## src/rtl/seg7_pkg.sv

```systemverilog
// Purpose: shared constants for the multiplexed 3-digit 7-segment display driver.
// Latency: n/a (constants and types only).
// Backpressure: n/a.
//
// Segment patterns are active-low, bit order {g,f,e,d,c,b,a}.
package seg7_pkg;

    localparam int NUM_DIGITS = 3;

    typedef logic [6:0] seg_t;
    typedef logic [3:0] an_t;

    localparam seg_t SEG_0     = 7'b1000000;
    localparam seg_t SEG_1     = 7'b1111001;
    localparam seg_t SEG_2     = 7'b0100100;
    localparam seg_t SEG_3     = 7'b0110000;
    localparam seg_t SEG_4     = 7'b0011001;
    localparam seg_t SEG_5     = 7'b0010010;
    localparam seg_t SEG_6     = 7'b0000010;
    localparam seg_t SEG_7     = 7'b1111000;
    localparam seg_t SEG_8     = 7'b0000000;
    localparam seg_t SEG_9     = 7'b0010000;
    localparam seg_t SEG_DASH  = 7'b0111111;
    localparam seg_t SEG_BLANK = 7'b1111111;

    localparam an_t  AN_OFF    = 4'b1111;

    // Active-low one-hot anode for a digit slot; an[3] is never driven low.
    function automatic an_t an_select(input logic [1:0] idx);
        an_t r;
        r = AN_OFF;
        r[idx] = 1'b0;
        return r;
    endfunction

endpackage

```

## src/rtl/seg7_decoder.sv

```systemverilog
// Purpose: BCD code to active-low 7-segment pattern; codes 10..15 show a dash.
// Latency: combinational.
// Backpressure: none.
//
// Ports:
//   i_code : 4-bit digit code
//   o_seg  : active-low pattern {g,f,e,d,c,b,a}
module seg7_decoder
    import seg7_pkg::*;
(
    input  logic [3:0] i_code,
    output logic [6:0] o_seg
);

    always_comb begin
        o_seg = SEG_DASH;
        case (i_code)
            4'd0:    o_seg = SEG_0;
            4'd1:    o_seg = SEG_1;
            4'd2:    o_seg = SEG_2;
            4'd3:    o_seg = SEG_3;
            4'd4:    o_seg = SEG_4;
            4'd5:    o_seg = SEG_5;
            4'd6:    o_seg = SEG_6;
            4'd7:    o_seg = SEG_7;
            4'd8:    o_seg = SEG_8;
            4'd9:    o_seg = SEG_9;
            default: o_seg = SEG_DASH;
        endcase
    end

endmodule

```

## src/rtl/bcd_7seg_scan.sv

```systemverilog
// Purpose: captures a 3-digit BCD value on done and time-multiplexes it onto a 7-seg display.
// Latency: outputs change one cycle after the digit index advances; each slot lasts CLK_DIV cycles.
// Backpressure: none; done is sampled every cycle and the last capture wins.
//
// Ports:
//   clk  : system clock (rising edge)
//   rst  : synchronous active-high reset
//   done : single-cycle strobe, BCD valid
//   BCD  : BCD[0] units, BCD[1] tens, BCD[2] hundreds
//   seg  : active-low cathodes {g,f,e,d,c,b,a}, registered
//   an   : active-low digit anodes, registered; an[3] always high
module bcd_7seg_scan
    import seg7_pkg::*;
#(
    parameter int CLK_DIV = 50000,
    parameter bit LZB     = 1'b1
)(
    input  logic       clk,
    input  logic       rst,
    input  logic       done,
    input  logic [3:0] BCD [NUM_DIGITS],
    output logic [6:0] seg,
    output logic [3:0] an
);

    localparam int DIV_W = $clog2(CLK_DIV);

    logic [DIV_W-1:0] r_div;
    logic [1:0]       r_idx;
    logic             r_load;
    logic             r_valid;
    logic [3:0]       r_dig [NUM_DIGITS];

    logic             w_tick;
    logic [3:0]       w_code;
    logic [6:0]       w_dec;
    logic             w_blank;

    assign w_tick = (r_div == DIV_W'(CLK_DIV - 1));

    // Digit selected for the slot being loaded; index 3 is unreachable.
    always_comb begin
        w_code = r_dig[2];
        case (r_idx)
            2'd0:    w_code = r_dig[0];
            2'd1:    w_code = r_dig[1];
            default: w_code = r_dig[2];
        endcase
    end

    // Leading-zero blanking: hundreds dark when zero, tens dark only when
    // hundreds is also zero; units always lit once a value is captured.
    always_comb begin
        w_blank = ~r_valid;
        if (LZB) begin
            if (r_idx == 2'd2 && r_dig[2] == 4'd0)
                w_blank = 1'b1;
            if (r_idx == 2'd1 && r_dig[2] == 4'd0 && r_dig[1] == 4'd0)
                w_blank = 1'b1;
        end
    end

    seg7_decoder u_dec (
        .i_code (w_code),
        .o_seg  (w_dec)
    );

    always_ff @(posedge clk) begin
        if (rst) begin
            r_div   <= '0;
            r_idx   <= 2'd0;
            r_load  <= 1'b0;
            r_valid <= 1'b0;
            for (int k = 0; k < NUM_DIGITS; k++)
                r_dig[k] <= 4'd0;
            an      <= AN_OFF;
            seg     <= SEG_BLANK;
        end else begin
            r_div <= w_tick ? '0 : r_div + DIV_W'(1);

            if (w_tick)
                r_idx <= (r_idx == 2'd2) ? 2'd0 : r_idx + 2'd1;

            // One-cycle strobe following each index change; the outputs are
            // only reloaded here so a mid-slot capture cannot disturb the
            // digit already on display.
            r_load <= w_tick;

            if (r_load) begin
                an  <= w_blank ? AN_OFF    : an_select(r_idx);
                seg <= w_blank ? SEG_BLANK : w_dec;
            end

            if (done) begin
                r_valid <= 1'b1;
                for (int k = 0; k < NUM_DIGITS; k++)
                    r_dig[k] <= BCD[k];
            end
        end
    end

endmodule

```

## config.mk

```make
export PLATFORM = sky130hd
export DESIGN_NAME = bcd_7seg_scan
export DESIGN_NICKNAME = d
export VERILOG_FILES = /design/src/rtl/seg7_pkg.sv /design/src/rtl/seg7_decoder.sv /design/src/rtl/bcd_7seg_scan.sv
export SDC_FILE = /design/constraint.sdc
export NUM_CORES = 1
export LEC_CHECK = 0
export ABC_AREA = 0
export CAP_MARGIN = 15
export CORE_AREA = 2 2 62 64
export CTS_CLUSTER_DIAMETER = 100
export DETAILED_ROUTE_END_ITERATION = 10
export DIE_AREA = 0 0 64 66
export PLACE_DENSITY = 0.81
export SYNTH_ARGS = -nofsm -noshare
export SYNTH_HDL_FRONTEND = slang
export SYNTH_SLANG_ARGS = --single-unit
```

## constraint.sdc

```tcl
create_clock -name clk -period 5.4 [get_ports clk]
set_clock_uncertainty 0.15 [all_clocks]
set_input_delay 1.08 -clock clk [delete_from_list [all_inputs] [get_ports clk]]
set_output_delay 1.08 -clock clk [all_outputs]
set_load 0.01 [all_outputs]
```

==> impl_metrics.json, run 1 <==
{
  "cp_data_arrival_time_ns": 2.69,
  "buffer_ports.inserted": 25,
  "final_nets": 250,
  "number_of_global_route_vias_before_repair": 1263,
  "timing.final.crit_period_ns": 2.63,
  "groute.usage.overall_pct": 17.2,
  "clk_latency_worst_skew_pair_ns": 0.35,
  "final_antenna_net_count": 0,
  "hold_ws_ns": 0.331,
  "global_route.usage.met2_pct": 26.7,
  "detail_route.first_pass.iterations": 4,
  "core_region_area_sq_mm": 0.00355,
  "grt.met3_usage_pct": 4.09,
  "number_of_max_cap_violations": 0,
  "crit_slowest_cell": "sky130_fd_sc_hd__dfxtp_1",
  "first_iter_violations": 54,
  "worst_setup_path_end_kind": "register",
  "p_leak_uw": 0.000792,
  "gr-max-usage-layer": "met2",
  "fp-row-count": 22,
  "gp_routability_congestion": 0.774,
  "num_io_pins": 26,
  "fp.dieH_um": 66,
  "pre_cts_ws_ns": 2.66,
  "synthesis.area_per_instance_sq_um": 9.60,
  "totalNegativeSetupSlack_ns": 0,
  "path_class": "reg -> reg",
  "status": "finished, final reports clean",
  "timing.final.crit_share_pct": 48.6,
  "drt_drc_violations_left": 0,
  "antenna_found_initial": 0,
  "cts_post_setup_buffers_inserted": 0,
  "async_reset_ff_share_pct": 0,
  "syn2layout_area_growth_pct": 16.3,
  "top_cells_by_area_synth": "sky130_fd_sc_hd__dfxtp_1 31%, sky130_fd_sc_hd__edfxtp_1 18%, sky130_fd_sc_hd__nor2_1 5.7%",
  "cts.reportedPaths.clkPinSlew_ns": 0.12,
  "relSlewSlack_pct": 60.1,
  "hold_buffers": 0,
  "worstMarginPinSlew_ns": 0.590,
  "total_length_of_routed_wires_um": 3310,
  "critical_path.cell_chain": "mux2_2 -> mux2i_1 -> ha_1 -> inv_1 -> a211oi_1 -> a21oi_1 -> o211ai_1 -> a31oi_1",
  "synth_commonest_cells": "31 x sky130_fd_sc_hd__dfxtp_1, 30 x sky130_fd_sc_hd__nor2_1, 14 x sky130_fd_sc_hd__and2_1, 13 x sky130_fd_sc_hd__nand2_1, 12 x sky130_fd_sc_hd__edfxtp_1",
  "htreeDepth": 2,
  "netlist_area_sq_mm": 0.00198,
  "postSynth.topFlopCell": "sky130_fd_sc_hd__dfxtp_1",
  "setup-violations-final": 0,
  "netlist_instances": 206,
  "grt.overflow.total": 0,
  "dieWidth_um": 64,
  "cts_tree": "done",
  "cell_type_contributing_the_most_total_cell_area_after_synthesis": "sky130_fd_sc_hd__dfxtp_1",
  "dpl.hpwl_um": 2440,
  "fmaxAchievable_ghz": 0.381,
  "synth.yosys.warnings": 0,
  "grt_max_degree": 18,
  "max-vdd-ir-drop_mv": 0.136,
  "startpoint_type": "register",
  "nets_in_the_synthesized_netlist": 225,
  "fraction_of_final_layout_cells_sized_beyond_drive_strength_1_pct": 6.47,
  "final.setup.worst_slack_ns": 2.77,
  "critical_path.max_stage_delay_ns": 0.61,
  "floorplan.initialDensity_pct": 55.7,
  "report.final.slew_viol_count": 0,
  "tritoncts.num_buffers": 5,
  "synth_seq_area_share_pct": 49.6,
  "holdCritPathClass": "reg -> reg",
  "setup_repair_after_global_routing_missed_its_margin": "false",
  "final-hold-violation-count": 0,
  "via_cell_ratio": 5.18,
  "cts.sinks": 43,
  "synthDistinctLibCells": 42,
  "design.die.area_sq_mm": 0.00422,
  "design_power_total_uw": 544,
  "cts_buffer_depth": 2,
  "met1_usage_pct": 22.7,
  "root_buffer_master": "sky130_fd_sc_hd__clkbuf_4",
  "post_drt_wl_per_cell_um": 11.8,
  "yosysTopAreaCellShare_pct": 31.4,
  "synth_edf_count": 12,
  "detailroute.via_count": 1451,
  "antenna_diode_instance_count": 0,
  "final_core_density_pct": 64.8,
  "yosysMostFrequentCell": "sky130_fd_sc_hd__dfxtp_1",
  "worst-endpoint-required_ns": 5.46,
  "worst-path-max-fanout": 12,
  "cts_resized": 0,
  "pwr_density_cell_mw_per_mm2": 237,
  "global_route_wire_length_before_repair_um": 5600,
  "synth.ff_latch_count": 43
}
## layer usage
layer,vias to the layer above,share of wire (%)
li1,761,-
met2,29,44
met4,0,1.5
met1,657,50
met5,-,0
met3,4,3.7
## per-stage QoR
stage / instance area (sq um) / instances
6_report: 2300 / 280
5_1_grt: 2300 / 280
4_1_cts: 2300 / 280
3_5_place_dp: 2250 / 272
3_3_place_gp: 2250 / 272
2_1_floorplan: 1980 / 206
## layout by cell type, fill, tap and decap left out, types with 2 or more instances in the layout
| cell | count |
|---|---|
| sky130_fd_sc_hd__and2_1 | 14 |
| sky130_fd_sc_hd__xnor2_1 | 10 |
| sky130_fd_sc_hd__nand2_1 | 13 |
| sky130_fd_sc_hd__ha_1 | 4 |
| sky130_fd_sc_hd__o21a_1 | 2 |
| sky130_fd_sc_hd__a211oi_1 | 2 |
| sky130_fd_sc_hd__or2_2 | 2 |
| sky130_fd_sc_hd__dfxtp_1 | 31 |
| sky130_fd_sc_hd__inv_1 | 8 |
| sky130_fd_sc_hd__clkdlybuf4s50_1 | 25 |
| sky130_fd_sc_hd__mux2_2 | 3 |
| sky130_fd_sc_hd__o21ai_0 | 6 |
| sky130_fd_sc_hd__or4b_1 | 2 |
| sky130_fd_sc_hd__nor3_1 | 5 |
| sky130_fd_sc_hd__edfxtp_1 | 12 |
| sky130_fd_sc_hd__clkbuf_4 | 5 |
| sky130_fd_sc_hd__nor2_1 | 30 |
| sky130_fd_sc_hd__o211ai_1 | 2 |
| sky130_fd_sc_hd__a21oi_1 | 8 |
| sky130_fd_sc_hd__xor2_1 | 4 |
| sky130_fd_sc_hd__nand3_1 | 8 |
| sky130_fd_sc_hd__mux2i_1 | 6 |
| sky130_fd_sc_hd__nor2b_1 | 3 |
| sky130_fd_sc_hd__nand4_1 | 3 |
| sky130_fd_sc_hd__nand2b_1 | 5 |
## cell families after synthesis
family / after synthesis / synth area share, %
adder cells (fa/ha/maj): 4 / 2.53
flip-flops: 43 / 49.6
AND/OR/NAND/NOR: 93 / 24.2
XOR/XNOR: 14 / 6.20
buffers and inverters: 15 / 3.67
multiplexers: 9 / 4.74
AO/OA/AOI/OAI: 28 / 9.05
## report_power, final
part,internal [uW],switching [uW]
Combinational,24.7,23.5
Clock,50.3,96.2
Sequential,342,7.63
## critical path: cells and delay by family (launching register included)
kind / cells / cell delay, ns
muxes: 2 / 0.78
DFF: 1 / 0.61
AOI/OAI and AO/OA: 4 / 0.58
adders and majority gates: 1 / 0.30
buffers and inverters: 1 / 0.07
## area by class of cell
class                           instances  area [sq um]
Multi-Input combinational cell        148           925
Clock inverter                          2          12.5
Clock buffer                            6          41.3
Sequential cell                        43           981
Timing Repair Buffer                   25           250
Fill cell                             296          1250
Inverter                                8          30.0
Tap cell                               48          60.1
## flip-flops by register name (all words and copies together) (netlist names)
name,count
r_idx,2
an,4
r_dig,12
seg,7
r_div,16
r_load,1
r_valid,1
## final timing paths
kind | startpoint | to | slack [ns] | cells past startpoint
worst min-delay path | r_div[0] | r_div[0] | 0.33 | 1
worst min register to register | r_div[0] | r_div[0] | 0.33 | 1
worst max register to register | r_idx[0] | seg[4] | 2.77 | 8
worst max-delay path | r_idx[0] | seg[4] | 2.77 | 8
(Power assumes the default switching activity.)
==> run 2, diff against run 1 <==
CORE_AREA = 2 2 64 66   (was 2 2 62 64)
DIE_AREA = 0 0 66 68   (was 0 0 64 66)
PLACE_DENSITY = 0.76   (was 0.81)
clock period = 2.5 ns   (was 5.4 ns; I/O delays follow)
==> run 2 against run 1 <==
Against the previous run: non-clock buffer count rose by 4; final cell count is 2.1% higher; global-route usage shrank 0.13 points; die area is 6.3% higher; critical path type unchanged; critical endpoint unchanged; largest power group unchanged.
==> impl_metrics.json, run 2 (same netlist as run 1, synthesis figures left out) <==
{
  "grt.overflow.total": 0,
  "pwr_density_cell_mw_per_mm2": 589,
  "status": "finished, final reports clean",
  "hold_buffers": 0,
  "largest_reg_flops": 16,
  "syn2layout_area_growth_pct": 21.1,
  "number_of_max_cap_violations": 0,
  "ff_latch_area_sq_um": 981,
  "reg.largest.list": "r_div (16), r_dig (12), seg (7)",
  "max-vdd-ir-drop_mv": 0.371,
  "dpl.hpwl_um": 2440,
  "worstMarginPinSlew_ns": 0.592,
  "hold_end": "r_div[0]",
  "core_region_area_sq_mm": 0.00386,
  "fillerInstances": 335,
  "worstReg2RegStart": "r_idx[0]",
  "drt_drc_violations_left": 0,
  "worst-endpoint-required_ns": 2.57,
  "layout.cells.most_common_list": "31 x sky130_fd_sc_hd__dfxtp_1, 30 x sky130_fd_sc_hd__nor2_1, 25 x sky130_fd_sc_hd__clkdlybuf4s50_1, 14 x sky130_fd_sc_hd__and2_1, 13 x sky130_fd_sc_hd__nand2_1",
  "startpoint_type": "register",
  "reg2regPathDepth": 9,
  "num_io_pins": 26,
  "gp_routability_congestion": 0.773,
  "total_length_of_routed_wires_um": 3340,
  "cts.reportedPaths.clkPinSlew_ns": 0.08,
  "final-hold-violation-count": 0,
  "cp_data_arrival_time_ns": 2.28,
  "floorplan.initialDensity_pct": 51.3,
  "reg2reg_setup_slack_ns": 0.29,
  "global_route_wire_length_before_repair_um": 5840,
  "antenna_diode_instance_count": 0,
  "grt_max_degree": 18,
  "timing.final.crit_period_ns": 2.21,
  "setup-violations-final": 0,
  "cts_resized": 0,
  "cp_top_family": "multiplexers",
  "design.die.area_sq_mm": 0.00449,
  "final_nets": 254,
  "cts_buffer_depth": 2,
  "via_cell_ratio": 5.07,
  "fp-row-count": 23,
  "worst_setup_path_end_kind": "register",
  "htreeDepth": 2,
  "timing.final.crit_share_pct": 88.2,
  "final-instance-count-excl-fill": 286,
  "cts.sinks": 43,
  "relSlewSlack_pct": 59.4,
  "detail_route.first_pass.iterations": 4,
  "dpl.cell_count": 278,
  "r2r_end": "seg[4]",
  "layout_commonest_cell": "sky130_fd_sc_hd__dfxtp_1",
  "max_flop_register": "r_div",
  "root_buffer_master": "sky130_fd_sc_hd__clkbuf_8",
  "holdCritPathClass": "reg -> reg",
  "hold_ws_ns": 0.319,
  "fmaxAchievable_ghz": 0.453,
  "tritoncts.num_buffers": 5,
  "final.setup.worst_slack_ns": 0.295,
  "cts_tree": "done",
  "cts_post_setup_buffers_inserted": 0,
  "dieWidth_um": 66,
  "cp_num_cells": 9,
  "post_drt_wl_per_cell_um": 11.7,
  "multi_input_comb_area_sq_um": 925,
  "groute.usage.overall_pct": 17.1,
  "detailroute.via_count": 1449,
  "fraction_of_final_layout_cells_sized_beyond_drive_strength_1_pct": 8.47,
  "critical_path.max_stage_delay_ns": 0.40,
  "hold_depth": 1,
  "first_iter_violations": 138,
  "p_leak_uw": 0.000845,
  "clk_latency_worst_skew_pair_ns": 0.29,
  "number_of_global_route_vias_before_repair": 1299,
  "report.final.slew_viol_count": 0,
  "antenna_found_initial": 0,
  "fp.dieH_um": 68,
  "buffer_ports.inserted": 25,
  "path_class": "reg -> reg",
  "final_antenna_net_count": 0,
  "setup_repair_after_global_routing_missed_its_margin": "false",
  "worstPathBufferInverterCount": 1,
  "worst_hold_startpoint": "r_div[0]",
  "worst-path-max-fanout": 4,
  "critical_path.cell_chain": "mux2_2 -> mux2i_1 -> inv_1 -> ha_1 -> nand2_1 -> o21ai_0 -> a21oi_1 -> o211ai_1 -> a31oi_1",
  "crit_slowest_cell": "sky130_fd_sc_hd__dfxtp_1",
  "pre_cts_ws_ns": 0.325,
  "totalNegativeSetupSlack_ns": 0
}
## run 2: how the worst max path moves through the flow
stage,startpoint,to,slack [ns]
6_report,r_idx[0],seg[4],0.29
5_1_grt,r_idx[1],seg[4],0.1
4_1_cts,r_idx[0],seg[4],0.29
3_5_place_dp,r_idx[0],seg[4],0.33
3_3_place_gp,r_idx[0],seg[4],0.36
2_1_floorplan,r_idx[0],seg[4],0.37
## run 2: where the power goes
part | total [uW] | switching [uW] | internal [uW]
Combinational | 108 | 52.1 | 56.2
Clock | 549 | 226 | 323
Sequential | 753 | 15.2 | 738
Total | 1410 | 293 | 1120
## run 2: metrics by stage
stage	utilization (%)	instance area, sq um	power, uW
6_report	62.1	2400	1410
5_1_grt	62.1	2400	1470
4_1_cts	62.1	2400	1420
3_5_place_dp	59.1	2280	877
3_3_place_gp	59.1	2280	874
2_1_floorplan	-	1980	837
## run 2: cell type report
cell class	instances	area share [%]
Clock buffer	6	3.45
Clock inverter	2	1.46
Inverter	8	1.25
Multi-Input combinational cell	148	38.6
Sequential cell	43	40.9
Tap cell	50	2.61
Timing Repair Buffer	29	11.7
## run 2: metal layers
metal | up-vias | track usage, % | part of all wire, %
met5 | - | 0 | 0
met4 | 0 | 8.16 | 2.1
met3 | 7 | 4.44 | 3.5
met2 | 31 | 24.7 | 42
met1 | 644 | 23.8 | 52
li1 | 767 | - | -
